**src/rtl/countdown_timer_if.sv**
```systemverilog
// countdown_timer_if: button, preset and display signals between the control side and the countdown timer
interface countdown_timer_if;
  logic       i_run_stop;
  logic       i_clear;
  logic [5:0] i_preset_sec;
  logic [6:0] o_msec;
  logic [5:0] o_sec;
  logic       o_running;
  logic       o_done;
  logic       o_expired;
  modport master (
    output i_run_stop, i_clear, i_preset_sec,
    input  o_msec, o_sec, o_running, o_done, o_expired
  );
  modport slave (
    input  i_run_stop, i_clear, i_preset_sec,
    output o_msec, o_sec, o_running, o_done, o_expired
  );
endinterface

```
**src/rtl/countdown_timer.sv**
```systemverilog
// countdown_timer: loads a seconds preset and counts down at TICK_HZ to 00:00, then flags completion
module countdown_timer #(
  parameter int CLK_FREQ = 100_000_000,
  parameter int TICK_HZ  = 100
) (
  input logic clk,
  input logic reset,
  countdown_timer_if.slave bus
);
  localparam int DIV = CLK_FREQ / TICK_HZ;
  localparam int PW  = (DIV > 1) ? $clog2(DIV) : 1;
  localparam logic [PW-1:0] PRE_MAX = PW'(DIV - 1);
  localparam logic [1:0] IDLE  = 2'd0;
  localparam logic [1:0] RUN   = 2'd1;
  localparam logic [1:0] PAUSE = 2'd2;
  localparam logic [1:0] DONE  = 2'd3;
  logic [1:0]    state_q, state_d;
  logic [5:0]    sec_q, sec_d;
  logic [6:0]    msec_q, msec_d;
  logic [PW-1:0] pre_q, pre_d;
  logic          exp_q, exp_d;
  logic [5:0]    preset_c;
  logic          tick;
  logic [5:0]    dec_sec;
  logic [6:0]    dec_msec;
  logic          dec_zero;
  always_comb begin
    preset_c = (bus.i_preset_sec > 6'd59) ? 6'd59 : bus.i_preset_sec;
    tick     = (state_q == RUN) && (pre_q == PRE_MAX);
    dec_msec = (msec_q != 7'd0) ? msec_q - 7'd1 : ((sec_q != 6'd0) ? 7'd99 : 7'd0);
    dec_sec  = (msec_q == 7'd0 && sec_q != 6'd0) ? sec_q - 6'd1 : sec_q;
    dec_zero = (dec_sec == 6'd0) && (dec_msec == 7'd0);
  end
  always_comb begin
    state_d = state_q;
    sec_d   = sec_q;
    msec_d  = msec_q;
    pre_d   = pre_q;
    exp_d   = 1'b0;
    case (state_q)
      IDLE: begin
        sec_d   = preset_c;
        msec_d  = 7'd0;
        pre_d   = '0;
        state_d = (bus.i_run_stop && !bus.i_clear && preset_c != 6'd0) ? RUN : IDLE;
      end
      RUN: begin
        pre_d  = tick ? '0 : pre_q + PW'(1);
        sec_d  = tick ? dec_sec : sec_q;
        msec_d = tick ? dec_msec : msec_q;
        // a decrement that lands on 00:00 outranks a pause request on the same edge
        state_d = bus.i_clear           ? IDLE :
                  (tick && dec_zero)    ? DONE :
                  bus.i_run_stop        ? PAUSE : RUN;
        exp_d  = !bus.i_clear && tick && dec_zero;
      end
      PAUSE: state_d = bus.i_clear ? IDLE : (bus.i_run_stop ? RUN : PAUSE);
      default: begin
        sec_d   = 6'd0;
        msec_d  = 7'd0;
        state_d = (bus.i_clear || bus.i_run_stop) ? IDLE : DONE;
      end
    endcase
  end
  always_ff @(posedge clk or posedge reset) begin
    if (reset) begin
      state_q <= IDLE;
      sec_q   <= 6'd0;
      msec_q  <= 7'd0;
      pre_q   <= '0;
      exp_q   <= 1'b0;
    end else begin
      state_q <= state_d;
      sec_q   <= sec_d;
      msec_q  <= msec_d;
      pre_q   <= pre_d;
      exp_q   <= exp_d;
    end
  end
  assign bus.o_sec     = sec_q;
  assign bus.o_msec    = msec_q;
  assign bus.o_running = (state_q == RUN);
  assign bus.o_done    = (state_q == DONE);
  assign bus.o_expired = exp_q;
endmodule

```
**src/flat_wrapper.sv**
```systemverilog
// flat-port wrapper written by rule: the top's interface ports become plain ports
module countdown_timer_flat 
#(
  parameter int CLK_FREQ = 100_000_000,
  parameter int TICK_HZ  = 100
)
  (clk, reset, bus_i_run_stop, bus_i_clear, bus_i_preset_sec, bus_o_msec, bus_o_sec, bus_o_running, bus_o_done, bus_o_expired);
  countdown_timer_if bus_i ();
  input logic clk;
  input logic reset;
  input wire logic [$bits(bus_i.i_run_stop)-1:0] bus_i_run_stop;
  input wire logic [$bits(bus_i.i_clear)-1:0] bus_i_clear;
  input wire logic [$bits(bus_i.i_preset_sec)-1:0] bus_i_preset_sec;
  output wire logic [$bits(bus_i.o_msec)-1:0] bus_o_msec;
  output wire logic [$bits(bus_i.o_sec)-1:0] bus_o_sec;
  output wire logic [$bits(bus_i.o_running)-1:0] bus_o_running;
  output wire logic [$bits(bus_i.o_done)-1:0] bus_o_done;
  output wire logic [$bits(bus_i.o_expired)-1:0] bus_o_expired;
  assign bus_i.i_run_stop = bus_i_run_stop;
  assign bus_i.i_clear = bus_i_clear;
  assign bus_i.i_preset_sec = bus_i_preset_sec;
  assign bus_o_msec = bus_i.o_msec;
  assign bus_o_sec = bus_i.o_sec;
  assign bus_o_running = bus_i.o_running;
  assign bus_o_done = bus_i.o_done;
  assign bus_o_expired = bus_i.o_expired;
  countdown_timer #(.CLK_FREQ(CLK_FREQ), .TICK_HZ(TICK_HZ)) u_core (.clk(clk), .reset(reset), .bus(bus_i));
endmodule
```
**config.mk**
```make
export PLATFORM = sky130hd
export DESIGN_NAME = countdown_timer_flat
export DESIGN_NICKNAME = d
export VERILOG_FILES = /design/src/rtl/countdown_timer_if.sv /design/src/rtl/countdown_timer.sv /design/src/flat_wrapper.sv
export SDC_FILE = /design/constraint.sdc
export NUM_CORES = 1
export LEC_CHECK = 0
export ABC_AREA = 1
export BUFFER_PORTS_ARGS = -buffer_cell sky130_fd_sc_hd__buf_4
export CAP_MARGIN = 20
export CORE_MARGIN = 2
export CORE_UTILIZATION = 53
export DETAILED_ROUTE_END_ITERATION = 7
export PLACE_DENSITY = 0.8
export SLEW_MARGIN = 20
export SYNTH_ARGS = -nofsm -noshare
export SYNTH_HDL_FRONTEND = slang
export SYNTH_SLANG_ARGS = --single-unit
```
**constraint.sdc**
```tcl
create_clock -name clk -period 1.8 [get_ports clk]
set_clock_uncertainty 0.2 [all_clocks]
set_input_delay 0.09 -clock clk [delete_from_list [all_inputs] [get_ports clk]]
set_output_delay 0.09 -clock clk [all_outputs]
set_load 0.005 [all_outputs]
```
Word-level counts from Yosys, hierarchy flattened
Index checks and enable logic that the tools add are counted.
Storage, ports and cells
  logic and storage cells: 53
  input bits: 10
  register bits: 36
  bits in latches: 0
  output and inout port bits: 16
  memories: 0
  RAM bits: 0
  memory bits (read-only): 0
Operators by class
  multiply operators: 0
  multiplexer cells: 19
  bitwise operators: 1
  add/subtract/negate cells: 3
  reductions and logical operators: 19
  equality and inequality tests: 5
  div/mod/pow operators: 0
  $lt $le $gt $ge: 1
  shift operators: 0
Operator list (count)
  case mux 20 bit (2 select lines): 1
  two-way mux 7 bit: 3
  adder 20 x 1 -> 20 bit, second input constant: 1
  equality test 20 bit, second input constant: 1
  two-way mux 20 bit: 1
  two-way mux 6 bit: 3
  case mux 6 bit (3 select lines): 1
  logical NOT 7 bit: 2
  case mux 7 bit (2 select lines): 1
  two-way mux 2 bit: 6
  nonzero test 6 bit: 2
  logical AND 1 bit: 8
  nonzero test 7 bit: 1
  subtractor 7 x 1 -> 7 bit, second input constant: 1
  > comparator 6 bit, second input constant: 1
  logical NOT 6 bit: 1
  case mux 2 bit (3 select lines): 1
  subtractor 6 x 1 -> 6 bit, second input constant: 1
  equality test 2 bit, second input constant: 2
  equality test 2 x 1 -> 1 bit, second input constant: 1
  logical NOT 2 bit: 1
  two-way mux 1 bit: 2
  != test 2 x 1 -> 1 bit, second input constant: 1
  AND reduction 2 bit: 1
  other kinds (4): 4

Depth between registers and ports, before layout
  depth after elaboration: 9
  mapped depth: 14
  depth with buffers taken out: 14

Worst setup path after synthesis
OpenSTA, ideal clock, no wires.
  path type: reg-to-reg
  start: register u_core.msec_q[0], in the netlist u_core.bus.o_msec[0]
  end: register u_core.state_q[1]
  path slack: -0.148 ns
  stages on the path, launching flop included: 13
  data required time: 1.535 ns
  clock period less this slack: 1.948 ns
  path buffers: 0
  setup time: 0.065 ns
  arrival: 1.683 ns
  path through: dfrtp_1 -> inv_1 -> ha_1 -> inv_1 -> nor2_1 -> nand3_4 -> nor2_4 -> nor2_1 -> a21oi_2 -> nand4_2 -> nand2_1 -> nand2_1 -> nand2_1
On the way
  word-level cells in the longest chain between the ends: 9
  elaborated cells between the ends (all ways): 13
  those cells by class: add/sub: 1; mux: 5; reduce/logical: 7
Ends and longest elaborated chain
  start, declared: RTL line countdown_timer.sv:19  | logic [6:0] msec_q, msec_d;
  start signal, assigned: RTL line countdown_timer.sv:75  | msec_q <= msec_d;
  branches (longest 4 deep; another with subtractor 7 x 1 -> 7 bit)
  logical AND 1 bit (*): RTL line countdown_timer.sv:32  | dec_zero = (dec_sec == 6'd0) && (dec_msec == 7'd0);
  logical AND 1 bit (*): RTL line countdown_timer.sv:53  | (tick && dec_zero) ? DONE :
  two-way mux 2 bit (*): RTL line countdown_timer.sv:53
  two-way mux 2 bit (*): RTL line countdown_timer.sv:52  | state_d = bus.i_clear ? IDLE :
  case mux 2 bit (3 select lines) (*): RTL line countdown_timer.sv:40  | case (state_q)
  net u_core.state_d[1]: RTL line countdown_timer.sv:17  | logic [1:0] state_q, state_d;
  end signal, assigned: RTL line countdown_timer.sv:73  | state_q <= state_d;
  end, declared: RTL line countdown_timer.sv:17
Mark *: on every way through the listed nets, which the timed path passes.
A chain may end at the register's enable or synchronous reset.

Worst setup path after layout
  start: register u_core.msec_q[1], in the netlist u_core.bus.o_msec[1]
  end: register u_core.state_q[1]
The elaborated chain is that of the path after synthesis.

==> results.json <==
{
  "timing.rr.end": "u_core.state_q[1]",
  "cts-root-to-sink-buffers": 2,
  "num_rows": 24,
  "cts_root_buffer": "sky130_fd_sc_hd__clkbuf_8",
  "max_slew.worst_pin.slew_ns": 0.4765,
  "setup_viol": 25,
  "h_tree_depth": 2,
  "min_to": "u_core.bus.o_sec[1]",
  "ys_seq_area_share_pct": 37.44,
  "drt.antenna.violating_nets": 0,
  "layout.nets": 445,
  "groute.layer.met3.usage_pct": 5.063,
  "grt_setup_unrepaired": "yes",
  "layout.filler_cells": 217,
  "die_x_um": 71.38,
  "globalRouteTotalUtil_pct": 28.71,
  "drc_errors": 0,
  "timing.final.max_slew_violations": 0,
  "power_frac_comb_pct": 52.6,
  "die_height_um": 71.38,
  "finalCriticalPeriod_ns": 2.119,
  "global_route_wire_length_before_repair_um": 11550,
  "final_hold_viol_count": 0,
  "post-route-worst-setup-slack_ns": -0.3186,
  "timing.critical_path.fanout_max": 7,
  "n_antenna_cell": 0,
  "critical_path_end_type": "register",
  "dieArea_sq_um": 5094,
  "max_freq_mhz": 472.0,
  "run_status": "finished with violations",
  "first_global_vias": 2490,
  "drt_iter0_drc": 449,
  "max-vdd-ir-drop_v": 0.0009836,
  "groute.layer.met1.usage_pct": 36.61,
  "initial_antenna_violation_count": 0,
  "path_clk_slew_ns": 0.08,
  "post-route-cell-area_sq_um": 3603,
  "synth.avg_cell_area_sq_um": 7.449,
  "via_per_inst": 6.112,
  "period_share_pct": 117.7,
  "drt_first_pass_iters": 5,
  "area_delta_synth_final_pct": 49.77,
  "grt_overflow_total": 0,
  "p_sw_share_pct": 40.40,
  "grt.met2_usage_pct": 49.18,
  "p_seq_share_pct": 26.6,
  "synth_seq_cells": 36,
  "syn-instance-count": 323,
  "final_layout_size_suffix_gt1_share_pct": 42.23,
  "min-delay-path-class": "input port to register",
  "io-pin-count": 26,
  "floorplan.initialDensity_pct": 55.26,
  "grt_start_max_net_pins": 37,
  "dr_total_vias": 2952,
  "avgRoutedWirePerCell_um": 18.70,
  "clock_tree_from_tritoncts": "built",
  "final_weighted_congestion_in_routability_driven_placement": 0.8316,
  "maxCapViolations": 0,
  "fin_setup_tns_ns": -1.970,
  "min_delay_path_depth": 7,
  "total_power_divided_by_cell_area_nw_per_um2": 1082,
  "worst-r2r-cell-count": 14,
  "r2r_setup_slack_ns": -0.32,
  "synth_warnings": 0,
  "layoutNonFillerInstCount": 483,
  "yosys.cell_types.count": 41,
  "grt.busiest_layer": "met2",
  "post-dp-hpwl_um": 4588,
  "area.sequential_sq_um": 903.4,
  "power_leakage_nw": 1.686,
  "violations": "negative setup slack",
  "tritoncts_num_sinks": 36,
  "totalWireLength_um": 9034,
  "clk_latency_ns": 0.30,
  "port_buffers": 25,
  "dp_cells": 448,
  "worstSetupStartpointType": "register",
  "detailed_place.area_sq_um": 3045,
  "power_switching_mw": 1.575,
  "cts-buffers-inserted": 5,
  "path_class": "register to register",
  "core-area_sq_um": 4354,
  "syn_nets": 338,
  "timing.critical_path.arrival_ns": 2.15,
  "timing.slew.headroom_pct": 68.23,
  "power.clock.fraction_pct": 20.8,
  "mappedNetlistArea_sq_um": 2406,
  "hold_path_startpoint": "bus_i_preset_sec[1]",
  "worstPathRequired_ns": 1.83,
  "crit-reg2reg-launch": "u_core.bus.o_msec[1]",
  "internal-power_mw": 2.324,
  "multiInputGateArea_sq_um": 1503
}
power groups by stage:
| stage | combinational (mW) | clock [mW] | sequential, mW |
|---|---|---|---|
| floorplan | 0.832 | 0 | 1.06 |
| global placement | 1.54 | 0 | 1.02 |
| finish | 2.05 | 0.811 | 1.04 |
| detailed placement | 1.57 | 0 | 1.02 |
| global route | 2.15 | 0.836 | 1.05 |
| CTS | 1.70 | 0.803 | 1.02 |
flip-flops by register name, indices dropped and copies added (netlist names):
| name | count |
|---|---|
| u_core.state_q | 2 |
| u_core.bus.o_sec | 6 |
| u_core.bus.o_msec | 7 |
| u_core.pre_q | 20 |
| u_core.bus.o_expired | 1 |
cells in the mapped netlist:
cell type                   count  area, sq um
sky130_fd_sc_hd__nor4_1         1        6.260
sky130_fd_sc_hd__nor3b_1        1        7.510
sky130_fd_sc_hd__clkbuf_1       2        7.510
sky130_fd_sc_hd__o221ai_1       1        8.760
sky130_fd_sc_hd__o21ai_1        4        20.02
sky130_fd_sc_hd__a21oi_1        4        20.02
sky130_fd_sc_hd__o32ai_1        1        8.760
sky130_fd_sc_hd__a31oi_1        2        12.51
sky130_fd_sc_hd__a21oi_2        2        17.52
sky130_fd_sc_hd__buf_6          1        11.26
sky130_fd_sc_hd__nand3_2        4        40.04
sky130_fd_sc_hd__nand4_2        1        12.51
sky130_fd_sc_hd__ha_1           5        62.56
sky130_fd_sc_hd__a32o_1         1        10.01
sky130_fd_sc_hd__clkinv_1       1        3.750
sky130_fd_sc_hd__inv_1         38        142.6
sky130_fd_sc_hd__nor3_2         1        10.01
sky130_fd_sc_hd__buf_2          1        5.000
sky130_fd_sc_hd__or2_0          1        6.260
sky130_fd_sc_hd__nand3_4        1        17.52
sky130_fd_sc_hd__o21ai_0       19        95.09
sky130_fd_sc_hd__xor2_1         9        78.83
sky130_fd_sc_hd__nor3_1         5        25.02
sky130_fd_sc_hd__nand2_2        3        18.77
sky130_fd_sc_hd__o21ai_2        1        8.760
sky130_fd_sc_hd__nand4_1        5        31.28
sky130_fd_sc_hd__nor2_1        33        123.9
sky130_fd_sc_hd__xnor2_1        2        17.52
sky130_fd_sc_hd__inv_2          9        33.78
sky130_fd_sc_hd__or2_1          1        6.260
sky130_fd_sc_hd__nand2_4        1        11.26
sky130_fd_sc_hd__dfrtp_1       36        900.9
sky130_fd_sc_hd__nand2_1       77        289.0
sky130_fd_sc_hd__nand3_1       20        100.1
sky130_fd_sc_hd__nor2_4         8        90.09
sky130_fd_sc_hd__nor2_2         3        18.77
sky130_fd_sc_hd__a22oi_1        2        15.01
sky130_fd_sc_hd__o31ai_1        2        15.01
sky130_fd_sc_hd__o22ai_1       12        75.07
sky130_fd_sc_hd__a2bb2oi_1      1        8.760
sky130_fd_sc_hd__nor4_2         1        12.51
layer usage:
layer	part of all wire (%)	routed length (um)	up-vias
li1	-	-	1278
met1	37	3328	1368
met2	48	4324	228
met3	8.3	752	78
met4	7.0	629	0
met5	0	0	-
through the flow:
stage / util (%) / hold slack [ns] / power (mW) / setup slack (ns)
floorplan: - / 0.05700 / 1.890 / 0.001196
global placement: 69.94 / 0.02630 / 2.553 / -0.03339
detailed placement: 69.94 / 0.03638 / 2.596 / -0.1084
CTS: 76.84 / 0.04906 / 3.516 / -0.1045
global route: 82.76 / 0.1596 / 4.035 / -0.3976
finish: 82.76 / 0.1091 / 3.899 / -0.3186
worst max-delay path by stage:
stage	startpoint	endpoint	slack, ns	cells past startpoint
2_1_floorplan	u_core.bus.o_msec[0]	u_core.state_q[0]	0.001	12
3_3_place_gp	u_core.bus.o_msec[0]	u_core.state_q[0]	-0.03	12
3_5_place_dp	u_core.bus.o_msec[0]	u_core.state_q[0]	-0.11	12
4_1_cts	u_core.bus.o_msec[0]	u_core.state_q[0]	-0.10	12
5_1_grt	u_core.bus.o_msec[0]	u_core.state_q[1]	-0.40	14
6_report	u_core.bus.o_msec[1]	u_core.state_q[1]	-0.32	14
placed cells by master (no fill, tap or decap), types with 3 or more instances in the layout:
master,count
sky130_fd_sc_hd__buf_4,91
sky130_fd_sc_hd__nand2_1,70
sky130_fd_sc_hd__dfrtp_1,34
sky130_fd_sc_hd__inv_1,32
sky130_fd_sc_hd__nor2_1,25
sky130_fd_sc_hd__nand3_1,18
sky130_fd_sc_hd__inv_2,14
sky130_fd_sc_hd__nor2_4,11
sky130_fd_sc_hd__o22ai_1,10
sky130_fd_sc_hd__nand2_2,9
sky130_fd_sc_hd__o21ai_1,9
sky130_fd_sc_hd__xor2_1,9
sky130_fd_sc_hd__nor2_2,8
sky130_fd_sc_hd__o21ai_2,7
sky130_fd_sc_hd__o21ai_0,7
sky130_fd_sc_hd__clkbuf_8,7
sky130_fd_sc_hd__dlygate4sd3_1,7
sky130_fd_sc_hd__buf_6,6
sky130_fd_sc_hd__nand3_4,5
sky130_fd_sc_hd__nand4_1,5
sky130_fd_sc_hd__nor3_1,4
sky130_fd_sc_hd__a21oi_1,3
sky130_fd_sc_hd__a21oi_2,3
logic make-up after synthesis:
kind of cell	Yosys count	synth area share, %
AOI/OAI and AO/OA	52	13.10
xor gates and xnor gates	11	4.004
adders and majority gates	5	2.600
buffers and inverters	52	8.476
DFF	36	37.44
and+or+nand+nor	167	34.37
area by class of cell:
| cell class | count | area share [%] |
|---|---|---|
| inverter | 48 | 5.139 |
| clock buffer | 7 | 2.674 |
| multi-input combinational | 235 | 41.70 |
| timing repair buffer | 104 | 22.78 |
| tap | 52 | 1.806 |
| clock inverter | 1 | 0.8333 |
| sequential | 36 | 25.07 |
what timing repair did:
item                       4_1_cts  5_1_grt
hold buffers                     7        0
setup buffers                    5       17
pin swaps                        8       26
setup endpoints to repair       24       29
resized for setup               19       49
hold endpoints to repair        41        0
critical path, stage by stage, from the launching register on:
cell and delay (ns):
sky130_fd_sc_hd__dfrtp_1 0.39, sky130_fd_sc_hd__inv_2 0.10, sky130_fd_sc_hd__ha_4 0.14, sky130_fd_sc_hd__inv_2 0.04
sky130_fd_sc_hd__nor2_4 0.09, sky130_fd_sc_hd__nand3_4 0.12, sky130_fd_sc_hd__nand2_1 0.15, sky130_fd_sc_hd__nand2_1 0.11
sky130_fd_sc_hd__nor2_2 0.11, sky130_fd_sc_hd__nand2_2 0.07, sky130_fd_sc_hd__nor2_2 0.15, sky130_fd_sc_hd__nand4_2 0.15
sky130_fd_sc_hd__nand2_1 0.09, sky130_fd_sc_hd__nand2_1 0.06, sky130_fd_sc_hd__nand2_1 0.09
Note: power is estimated with default switching activity, not from simulation.
